## config.mk

```make
export PLATFORM = sky130hd
export DESIGN_NAME = decoder24_rr_arbiter
export DESIGN_NICKNAME = d
export VERILOG_FILES = /design/src/rtl/decoder24_rr_arbiter.sv
export SDC_FILE = /design/constraint.sdc
export NUM_CORES = 1
export LEC_CHECK = 0
export CORE_MARGIN = 4
export CORE_UTILIZATION = 40
export CTS_CLUSTER_SIZE = 20
export DETAILED_ROUTE_END_ITERATION = 10
export GPL_TIMING_DRIVEN = 0
export PLACE_DENSITY = 0.7
export SYNTH_ARGS = -nofsm -noshare
export SYNTH_HDL_FRONTEND = slang
export SYNTH_SLANG_ARGS = --single-unit
```

## constraint.sdc

```tcl
create_clock -name clk -period 1.5 [get_ports clk]
set_clock_uncertainty 0.2 [all_clocks]
set_input_delay 0.225 -clock clk [delete_from_list [all_inputs] [get_ports clk]]
set_output_delay 0.225 -clock clk [all_outputs]
set_load 0.01 [all_outputs]
```

## src/rtl/decoder24_rr_arbiter.sv

```systemverilog
// Four-client round-robin arbiter with a registered, active-low one-hot grant bus.
// Define ARB_TIMEOUT_EN to preempt a grantee after MAX_HOLD cycles when another client waits.
module decoder24_rr_arbiter #(
  parameter int MAX_HOLD = 16,
  parameter int CW       = 8
) (
  input  logic       clk,
  input  logic       rst_n,
  input  logic       en_n,
  input  logic [3:0] req,
  output logic [3:0] gnt_n,
  output logic [1:0] gnt_idx,
  output logic       gnt_valid
);

  typedef enum logic {
    IDLE,
    GRANT
  } state_t;

  state_t     state;
  logic [1:0] ptr;
  logic [1:0] winner;

  if (MAX_HOLD < 2 || MAX_HOLD > 255 || (2 ** CW) <= MAX_HOLD) begin : g_bad_params
    $error("decoder24_rr_arbiter: MAX_HOLD must be 2..255 and fit in CW bits");
  end

  function automatic logic [3:0] decode_n(input logic [1:0] idx);
    logic [3:0] bus;
    bus      = 4'b1111;
    bus[idx] = 1'b0;
    return bus;
  endfunction

  // Scan from the far end back toward ptr so the requester closest to ptr wins.
  always_comb begin
    winner = ptr;
    for (int k = 3; k >= 0; k--) begin
      if (req[ptr + 2'(k)]) begin
        winner = ptr + 2'(k);
      end
    end
  end

`ifdef ARB_TIMEOUT_EN
  localparam logic [CW-1:0] HOLD_LAST = CW'(MAX_HOLD - 1);

  logic [CW-1:0] hold_cnt;
  logic          others_req;

  assign others_req = |(req & decode_n(gnt_idx));
`endif

  always_ff @(posedge clk) begin
    if (!rst_n) begin
      state     <= IDLE;
      gnt_n     <= 4'b1111;
      gnt_idx   <= 2'd0;
      gnt_valid <= 1'b0;
      ptr       <= 2'd0;
`ifdef ARB_TIMEOUT_EN
      hold_cnt  <= '0;
`endif
    end else begin
      case (state)
        IDLE: begin
          if (!en_n && (req != 4'b0000)) begin
            state     <= GRANT;
            gnt_idx   <= winner;
            gnt_n     <= decode_n(winner);
            gnt_valid <= 1'b1;
`ifdef ARB_TIMEOUT_EN
            hold_cnt  <= '0;
`endif
          end
        end
        GRANT: begin
          // A release wins over a simultaneous disable so the pointer still advances.
          if (!req[gnt_idx]) begin
            state     <= IDLE;
            gnt_n     <= 4'b1111;
            gnt_valid <= 1'b0;
            ptr       <= gnt_idx + 2'd1;
          end else if (en_n) begin
            state     <= IDLE;
            gnt_n     <= 4'b1111;
            gnt_valid <= 1'b0;
`ifdef ARB_TIMEOUT_EN
          end else if (hold_cnt == HOLD_LAST && others_req) begin
            state     <= IDLE;
            gnt_n     <= 4'b1111;
            gnt_valid <= 1'b0;
            ptr       <= gnt_idx + 2'd1;
          end else if (hold_cnt != HOLD_LAST) begin
            hold_cnt  <= hold_cnt + CW'(1);
`endif
          end
        end
      endcase
    end
  end

endmodule

```

==> metrics.txt, run 1 <==
commonest non-fill, non-tap cell in the layout=dlygate4sd2_1; CTS Buf Count=3; pwr dens=837 mW/mm²; worst slew pin tran=404 ps; Post-synth ARST share=0%; leakage=0.332 nW; H-tree levels=1; Mapped Nets=79; drt drc=0; diode count=0; first-pass GRT wire length=2730 µm; Antenna Nets Post-Route=0; Highest Clock Rate=633 MHz; pre-CTS setup slack=-648 ps; WP data arrival=1540 ps; FF+latch count, synth=10; Seq pwr share=39.6%; DR vias/cell=6.03; most frequent cells in the layout=dlygate4sd2_1 (8), dfxtp_1 (7), a21oi_1 (5), o21a_1 (5); Worst Setup Start Kind=input port; clock insertion delay at the later pin of the skew report=270 ps; relative slew slack=72.8%; max-slew violations=0; Post-synth EDFFs=0; Routability Congestion=0.728; Pint=536 µW; CTS Hold Bufs=0; Crit. End Element=flop; adder-cell share of the synthesized area=0%; Worst EP required=1460 ps; Seq/Total Area, Yosys=31.9%; Initial Util=42.2%; main combinational cell family by area after synthesis=compound AO/OA/AOI/OAI gates; # fillers=127; Rows=14; Warnings, synthesis=0; Final WS setup=-78.9 ps; Synth Area in Compound Gates=37.6%; DP HPWL=1140 µm; clock transition at the registers of the reported paths=70 ps; gr usage total=17.5%; Synth Cell Area=628 µm²; multiplexer area fraction after synthesis=4.98%; mean post-synth cell area=8.72 µm²; final worst path period need=1580 ps; core area=0.00149 mm²; max_cap viols=0; die area=0.00227 mm²; vias in the first global route=595; buffer depth of the longest clock path=2; simple-gate area share of the yosys netlist=19.1%; count of different cell masters after synthesis=35; share of layout cells above drive strength 1=31.9%; Final period util=105%; count of final setup violators=4; grt total ovfl=0; largest net degree at the start of global routing=11; Crit Path Category=input port to flop; worst hold slack=117 ps; Synth Flop Type=dfxtp_1; CTS tree=yes; antenna violations before repair=0; RSZ-0062 raised after global routing=yes; total wire length=1650 µm; CP Max Fanout=8; Layout area overhead=45.2%; drt pass-1 iters=4; clk sinks=10; clock network power share=32.6%; Root Driver=clkbuf_4; violated checks=negative setup slack; switching power=227 µW; total number of vias=645; Peak VDD IR=0.000736 V; Comb pwr share=27.8%; Die H=47.6 µm; path category of the worst min-delay check=input port to flop; Ports=14; Hold Fails Final Rpt=0; PortBufs=11; post-synthesis xor/xnor area fraction=0%; fin nets=99; DRT iter0 DRCs=7; Wirelength per Cell=15.4 µm; status=finished with violations; Switching Fraction=29.7%; cell count after synthesis=72; Die W=47.6 µm
-- state kept, by name (all words and copies together) (netlist names) --
name / cells
gnt_valid: 1
gnt_idx: 2
state: 1
ptr: 2
gnt_n: 4
-- kinds of logic after synthesis --
| family | count (synthesis) |
|---|---|
| AOI/OAI and AO/OA | 31 |
| buffers and inverters | 8 |
| DFF | 10 |
| muxes | 3 |
| and+or+nand+nor | 20 |
-- synthesized netlist by cell type, types with 2 or more instances --
master / instances / area [µm²]
dfxtp_1: 10 / 200
a211oi_1: 2 / 15.0
a21oi_1: 5 / 25.0
buf_2: 2 / 10.0
o21ai_0: 2 / 10.0
o32a_1: 4 / 40.0
mux2i_1: 2 / 20.0
inv_1: 4 / 15.0
nand2b_1: 3 / 18.8
nand2_1: 4 / 15.0
o21a_1: 5 / 37.5
nor2_1: 2 / 7.51
nor4b_1: 2 / 17.5
o21ai_1: 2 / 10.0
o21bai_1: 2 / 15.0
nor3_1: 2 / 10.0
-- layout make-up --
cell class / count / area [µm²] / share of cell area (%)
plain buffers: 4 / 45.0 / 4.94
inverters: 4 / 15.0 / 1.65
well taps: 16 / 20.0 / 2.19
flip-flops and latches: 10 / 209 / 22.9
multi-input cells: 54 / 460 / 50.5
clock buffers: 4 / 36.3 / 3.98
repair buffers: 15 / 126 / 13.9
-- final timing paths --
check / from / end / slack (ps) / depth (start not counted)
worst max-delay path: req[1] / gnt_n[0]$_SDFFE_PN1P_ / -80 / 6
worst min-delay path: req[3] / gnt_idx[1]$_SDFFE_PN0P_ / 120 / 3
worst max register to register: ptr[1]$_SDFFE_PN0P_ / gnt_n[0]$_SDFFE_PN1P_ / -70 / 4
worst min register to register: gnt_valid$_SDFFE_PN0P_ / gnt_valid$_SDFFE_PN0P_ / 250 / 2
-- power groups by stage --
| stage | sequential, mW | clock (mW) | combinational (mW) |
|---|---|---|---|
| after global placement | 0.307 | 0 | 0.183 |
| after floorplan | 0.310 | 0 | 0.115 |
| after CTS | 0.302 | 0.256 | 0.206 |
| after detailed placement | 0.308 | 0 | 0.185 |
| final | 0.302 | 0.249 | 0.213 |
| after global routing | 0.305 | 0.274 | 0.232 |
-- worst max-delay path, cell delays in order --
cell and delay, ps:
clkdlybuf4s15_2 270, or4_4 470, a21oi_2 170, o31ai_2 80, buf_4 170, o32a_1 150
-- per-layer routing --
metal / wire (µm) / share of wire, % / GRT usage [%] / vias up
met1: 749 / 46 / 22.1 / 311
met5: 0 / 0 / 0 / -
met2: 795 / 48 / 25.9 / 17
met3: 87 / 5.3 / 7.14 / 2
li1: - / - / - / 315
met4: 14 / 0.85 / 8.06 / 0
-- timing repair --
| action | in CTS | in global routing |
|---|---|---|
| pin swaps | 5 | 5 |
| endpoints found under the setup margin | 15 | 6 |
| buffers inserted | 3 | 1 |
| resized for setup | 29 | 3 |
-- metrics by stage --
stage,power (mW),std cells,setup TNS [ps],instance area (µm²),util (%)
floorplan,0.425,72,-43.3,649,-
global placement,0.490,99,-4750,779,52.4
detailed placement,0.492,99,-4870,779,52.4
CTS,0.764,106,-311,897,60.3
global route,0.810,107,-475,912,61.3
finish,0.763,107,-298,912,61.3
No activity file was read; power rests on OpenSTA's default activity.
==> run 2: changes to the inputs <==
--- a/config.mk
+++ b/config.mk
@@ -10,7 +10,7 @@
 export CTS_CLUSTER_SIZE = 20
 export DETAILED_ROUTE_END_ITERATION = 10
 export GPL_TIMING_DRIVEN = 0
-export PLACE_DENSITY = 0.7
+export PLACE_DENSITY = 0.65
 export SYNTH_ARGS = -nofsm -noshare
 export SYNTH_HDL_FRONTEND = slang
 export SYNTH_SLANG_ARGS = --single-unit
==> run 2 against run 1 <==
  * The flow still finishes with violations (negative setup slack)
  * Global-route usage grew 0.65 points
  * Count of clock-buffer cells in the layout shrank 1
  * Power shrank 7.3%
  * Design area shrank 1.5%
  * Flip-flop and latch count is the same
  * Combinational power grew 2%
  * Die area is the same
  * Critical path depth shrank 1
  * Utilization shrank 0.92 points
  * Final cell count shrank 1.9%
  * Setup slack gained 25 ps
==> metrics.txt, run 2 (synthesized netlist as in run 1, its figures left out) <==
Worst EP required=1460 ps (about the same); DRT iter0 DRCs=9 (+2); relative slew slack=72.0% (-0.86 points); Initial Util=42.2% (unchanged); uppermost layer routed=met4; Wirelength per Cell=16.0 µm (+3.8%); first-pass GRT wire length=2830 µm (+3.6%); most frequent cells in the layout=dfxtp_1 (7), dlygate4sd2_1 (7), o21a_1 (5); top flop regs=gnt_n x4, gnt_idx x2, ptr x2; CTS tree=yes; CP Max Fanout=4 (-4); final worst path period need=1550 ps (-24.7 ps); Top delay family on crit path=flip-flops; CTS Buf Count=3 (unchanged); Hold Fails Final Rpt=0 (unchanged); Antenna Nets Post-Route=0 (unchanged); max-slew violations=0 (unchanged); vias in the first global route=621 (+4.4%); Highest Clock Rate=643 MHz (+1.6%); # fillers=133 (+4.7%); WL met3=75 µm (-14%); diode count=0 (unchanged); total number of vias=644 (-0.16%); core area=0.00149 mm² (unchanged); clk sinks=10 (unchanged); critical-path cell list=mux2i_4 > nor4b_2 > o31ai_2 > buf_4 > o32a_1; fin nets=98 (-1.0%); DP HPWL=1100 µm (-3.5%); Ports=14 (unchanged); total wire length=1680 µm (+1.8%); number of buffers and inverters on the critical path=1 (-1); worst slew pin tran=417 ps (+12.8 ps); max_cap viols=0 (unchanged); Crit Path Category=flop to flop; Routability Congestion=0.752 (+3.3%); WP data arrival=1510 ps (-30 ps); Die H=47.6 µm (unchanged); drt pass-1 iters=4 (unchanged); Peak VDD IR=0.000607 V (-18%); Die W=47.6 µm (unchanged); clock insertion delay at the later pin of the skew report=270 ps (about the same); grt total ovfl=0 (unchanged); CP max stage cell=dfxtp_4; buffer depth of the longest clock path=2 (unchanged); pwr dens=787 mW/mm² (-5.9%); Final WS setup=-54.1 ps (+24.7 ps); gr usage total=18.1% (+0.65 points); count of final setup violators=4 (unchanged); violated checks=negative setup slack; antenna violations before repair=0 (unchanged); path category of the worst min-delay check=input port to flop; RSZ-0062 raised after global routing=yes; PortBufs=11 (unchanged); max FFs per register=4 (unchanged); Root Driver=clkbuf_4; H-tree levels=1 (unchanged); CTS Hold Bufs=0 (unchanged); Layout area overhead=43.0%; leakage=0.317 nW (-4.4%); share of layout cells above drive strength 1=33.7% (+1.8 points); total power=707 µW (-7.3%); routed metal-1 wire length=756 µm (+0.93%); die area=0.00227 mm² (unchanged); Routed met2 length=786 µm (-1.1%); Rows=14 (unchanged); Final period util=104% (-1.6 points); Slowest Stage Delay on Critical Path=380 ps (-90 ps); worst hold slack=128 ps (+10.4 ps); drt drc=0 (unchanged); largest net degree at the start of global routing=11 (unchanged); Worst Setup Start Kind=flop; DR vias/cell=6.13 (+1.7%); Reg with most FFs=gnt_n; status=finished with violations; clock transition at the registers of the reported paths=70 ps (about the same); Crit. End Element=flop
-- run 2: cell type report --
cell class / instances / area [µm²] / share of cell area (%)
multi-input cells: 54 / 470 / 52.4
flip-flops and latches: 10 / 209 / 23.3
repair buffers: 14 / 114 / 12.7
plain buffers: 4 / 47.5 / 5.29
clock buffers: 3 / 22.5 / 2.51
well taps: 16 / 20.0 / 2.23
inverters: 4 / 15.0 / 1.67
-- run 2: through the flow --
step	area (µm²)	utilization, %	std cells	setup TNS, ps	setup slack [ps]
3_5_place_dp	779	52.4	99	-4930	-674
2_1_floorplan	649	-	72	-43.3	-10.9
4_1_cts	887	59.6	105	-157	-42.3
5_1_grt	898	60.3	105	-474	-116
6_report	898	60.3	105	-203	-54.1
3_3_place_gp	779	52.4	99	-4880	-717
-- run 2: worst register-to-register path, delay by kind of cell, from the launching register on --
kind / cells / cell delay [ps]
compound gates: 2 / 230
simple gates: 1 / 260
flops: 1 / 380
buf+inv: 1 / 170
mux: 1 / 210
-- run 2: power breakdown --
group          internal, mW  switching (mW)
Sequential            0.285          0.0169
Clock                0.0929          0.0952
Combinational         0.105           0.113
-- run 2: what timing repair did --
item                                    in CTS  in global routing
pin swaps                                    7                  2
buffers inserted                             3                  1
cloned                                       0                  0
gates resized for setup                     36                  4
endpoints found under the setup margin      15                  8
-- run 2: worst paths after layout --
| path | startpoint | slack, ps | to | depth (start not counted) |
|---|---|---|---|---|
| max | gnt_idx[1]$_SDFFE_PN0P_ | -50 | gnt_n[3]$_SDFFE_PN1P_ | 5 |
| min | req[3] | 130 | gnt_idx[1]$_SDFFE_PN0P_ | 3 |
| max reg2reg | gnt_idx[1]$_SDFFE_PN0P_ | -50 | gnt_n[3]$_SDFFE_PN1P_ | 5 |
| min reg2reg | gnt_valid$_SDFFE_PN0P_ | 250 | gnt_valid$_SDFFE_PN0P_ | 2 |
-- run 2: layer usage --
layer  track usage, %  vias to the layer above
met1             23.6                      312
met5                0                        -
met2             26.5                       14
met4             10.8                        0
li1                 -                      309
met3             5.26                        9
==> run 3: changes to the inputs <==
--- a/config.mk
+++ b/config.mk
@@ -10,7 +10,7 @@
 export CTS_CLUSTER_SIZE = 20
 export DETAILED_ROUTE_END_ITERATION = 10
 export GPL_TIMING_DRIVEN = 0
-export PLACE_DENSITY = 0.65
+export PLACE_DENSITY = 0.68
 export SYNTH_ARGS = -nofsm -noshare
 export SYNTH_HDL_FRONTEND = slang
 export SYNTH_SLANG_ARGS = --single-unit
==> run 3 against run 2 <==
  * Setup slack got worse by 21 ps
  * The flow still finishes with violations (negative setup slack)
  * Worst hold slack worse by 13 ps
  * Combinational power shrank 2%
  * Die area stayed put
  * Global-route usage fell by 1.2 points
  * Power is 1.3% lower
  * Critical path depth shrank 1
  * Via count fell by 5.9%
  * Non-clock buffer count unchanged
  * Wire length shrank 1.6%
  * Sequential power about the same
  * Clock power decreased by 2%
==> metrics.txt, run 3 (synthesized netlist as in run 1, its figures left out) <==
DRT iter0 DRCs=7 (-2); Initial Util=42.2% (unchanged); clock transition at the registers of the reported paths=70 ps (about the same); max_cap viols=0 (unchanged); Final WS setup=-74.9 ps (-20.7 ps); count of final setup violators=5 (+1); most frequent cells in the layout=dlygate4sd2_1 (8), dfxtp_1 (6), a21oi_1 (5), o21a_1 (5); Slowest Stage Delay on Critical Path=370 ps (about the same); Root Driver=clkbuf_4; max FFs per register=4 (unchanged); Final period util=105% (+1.4 points); Hold Fails Final Rpt=0 (unchanged); status=finished with violations; final core occ=59.7% (-0.67 points); Die W=47.6 µm (unchanged); drt pass-1 iters=4 (unchanged); PortBufs=11 (unchanged); DR vias/cell=5.77 (-5.9%); RSZ-0062 raised after global routing=yes; total power=698 µW (-1.3%); Crit Path Category=flop to flop; WP data arrival=1520 ps (about the same); Worst Setup Start Kind=flop; Reg with most FFs=gnt_n; total number of vias=606 (-5.9%); CP max stage cell=dfxtp_4; share of layout cells above drive strength 1=30.3% (-3.4 points); worst hold stages=3 (unchanged); # fillers=135 (+1.5%); path category of the worst min-delay check=input port to flop; worst slew pin tran=590 ps (+173 ps); CP Max Fanout=8 (+4); Worst EP required=1450 ps (about the same); H-tree levels=1 (unchanged); fin nets=98 (unchanged); diode count=0 (unchanged); vias in the first global route=553 (-11%); buffer depth of the longest clock path=2 (unchanged); setup TNS=-215 ps (-11.9 ps); Routability Congestion=0.737 (-2.0%); commonest non-fill, non-tap cell in the layout=dlygate4sd2_1; FF-to-FF path depth=4 (-1); Peak VDD IR=0.000569 V (-6.3%); Ports=14 (unchanged); DP Cell Count=99 (unchanged); top flop regs=gnt_n x4, gnt_idx x2, ptr x2; CTS tree=yes; gr usage total=16.9% (-1.2 points); Cell Area, Placed=779 µm² (unchanged); grt total ovfl=0 (unchanged); final worst path period need=1570 ps (+20.7 ps); flop2flop setup slack=-70 ps (-20 ps); clk sinks=10 (unchanged); Top delay family on crit path=compound AO/OA/AOI/OAI gates; violated checks=negative setup slack; number of buffers and inverters on the critical path=0 (-1); total wire length=1650 µm (-1.6%); Layout area overhead=41.4%; CTS Buf Count=3 (unchanged); Rows=14 (unchanged); antenna violations before repair=0 (unchanged); first-pass GRT wire length=2660 µm (-6.1%); DP HPWL=1160 µm (+5.7%); non-filler cells, final=105 (unchanged); Crit. End Element=flop; Wirelength per Cell=15.7 µm (-1.6%); largest net degree at the start of global routing=11 (unchanged); critical-path cell list=nor3b_4 > o22a_1 > o21a_1 > o32a_1; design area=888 µm² (-1.1%); leakage=0.324 nW (+2.0%); drt drc=0 (unchanged); max-slew violations=0 (unchanged); clock insertion delay at the later pin of the skew report=270 ps (about the same); core area=0.00149 mm² (unchanged); die area=0.00227 mm² (unchanged); WP depth=4 (-1); relative slew slack=60.3% (-12 points); pwr dens=785 mW/mm² (-0.21%); Highest Clock Rate=635 MHz (-1.3%); Antenna Nets Post-Route=0 (unchanged); Die H=47.6 µm (unchanged)
[run 3: cell count changes in the layout (fill, tap and decap cells not counted), sizes merged]
cell | before | now
buf | 8 | 7
clkbuf | 4 | 5
clkdlybuf4s15 | 1 | 0
dlygate4sd2 | 7 | 8
[run 3: area by class of cell]
cell class                      count  area [µm²]  share of cell area [%]
Multi-Input combinational cell     54         460                    51.8
Sequential cell                    10         210                    23.7
Timing Repair Buffer               14         113                    12.7
Buffer                              4        47.5                    5.35
Clock buffer                        3        22.5                    2.54
Tap cell                           16        20.0                    2.25
Inverter                            4        15.0                    1.69
[run 3: path summary, 6_finish.rpt]
kind / startpoint / to
max: ptr[1]$_SDFFE_PN0P_ / gnt_n[0]$_SDFFE_PN1P_
min: req[3] / gnt_idx[1]$_SDFFE_PN0P_
max reg2reg: ptr[1]$_SDFFE_PN0P_ / gnt_n[0]$_SDFFE_PN1P_
min reg2reg: gnt_valid$_SDFFE_PN0P_ / gnt_valid$_SDFFE_PN0P_
[run 3: through the flow]
stage	setup WS, ps	hold WS [ps]
5_1_grt	-134	120
3_5_place_dp	-668	252
6_report	-74.9	115
3_3_place_gp	-626	244
4_1_cts	-109	108
2_1_floorplan	-10.9	101
[run 3: report_power, final]
part,internal [mW],switching (mW),total (mW),leakage (nW)
Combinational,0.103,0.109,0.212,0.225
Sequential,0.285,0.0171,0.302,0.0844
Clock,0.0926,0.0912,0.184,0.0138
Total,0.481,0.217,0.698,0.324
[run 3: routing by layer]
metal | routed length, µm | up-vias | track usage (%)
met4 | 0 | 0 | 4.84
met3 | 68 | 0 | 5.64
met5 | 0 | - | 0
li1 | - | 310 | -
met2 | 810 | 10 | 25.7
met1 | 769 | 286 | 23.0
[run 3: worst reg2reg max path, stage by stage, from the launching register on]
cell     delay, ps
dfxtp_4        370
nor3b_4        150
o22a_1         200
o21a_1         210
o32a_1         330
[run 3: repair_timing]
item                       4_1_cts  5_1_grt
buffers inserted                 3        1
hold buffers                     0        0
gates resized for setup         30        7
pin swaps                        4        8
setup endpoints to repair       15        8
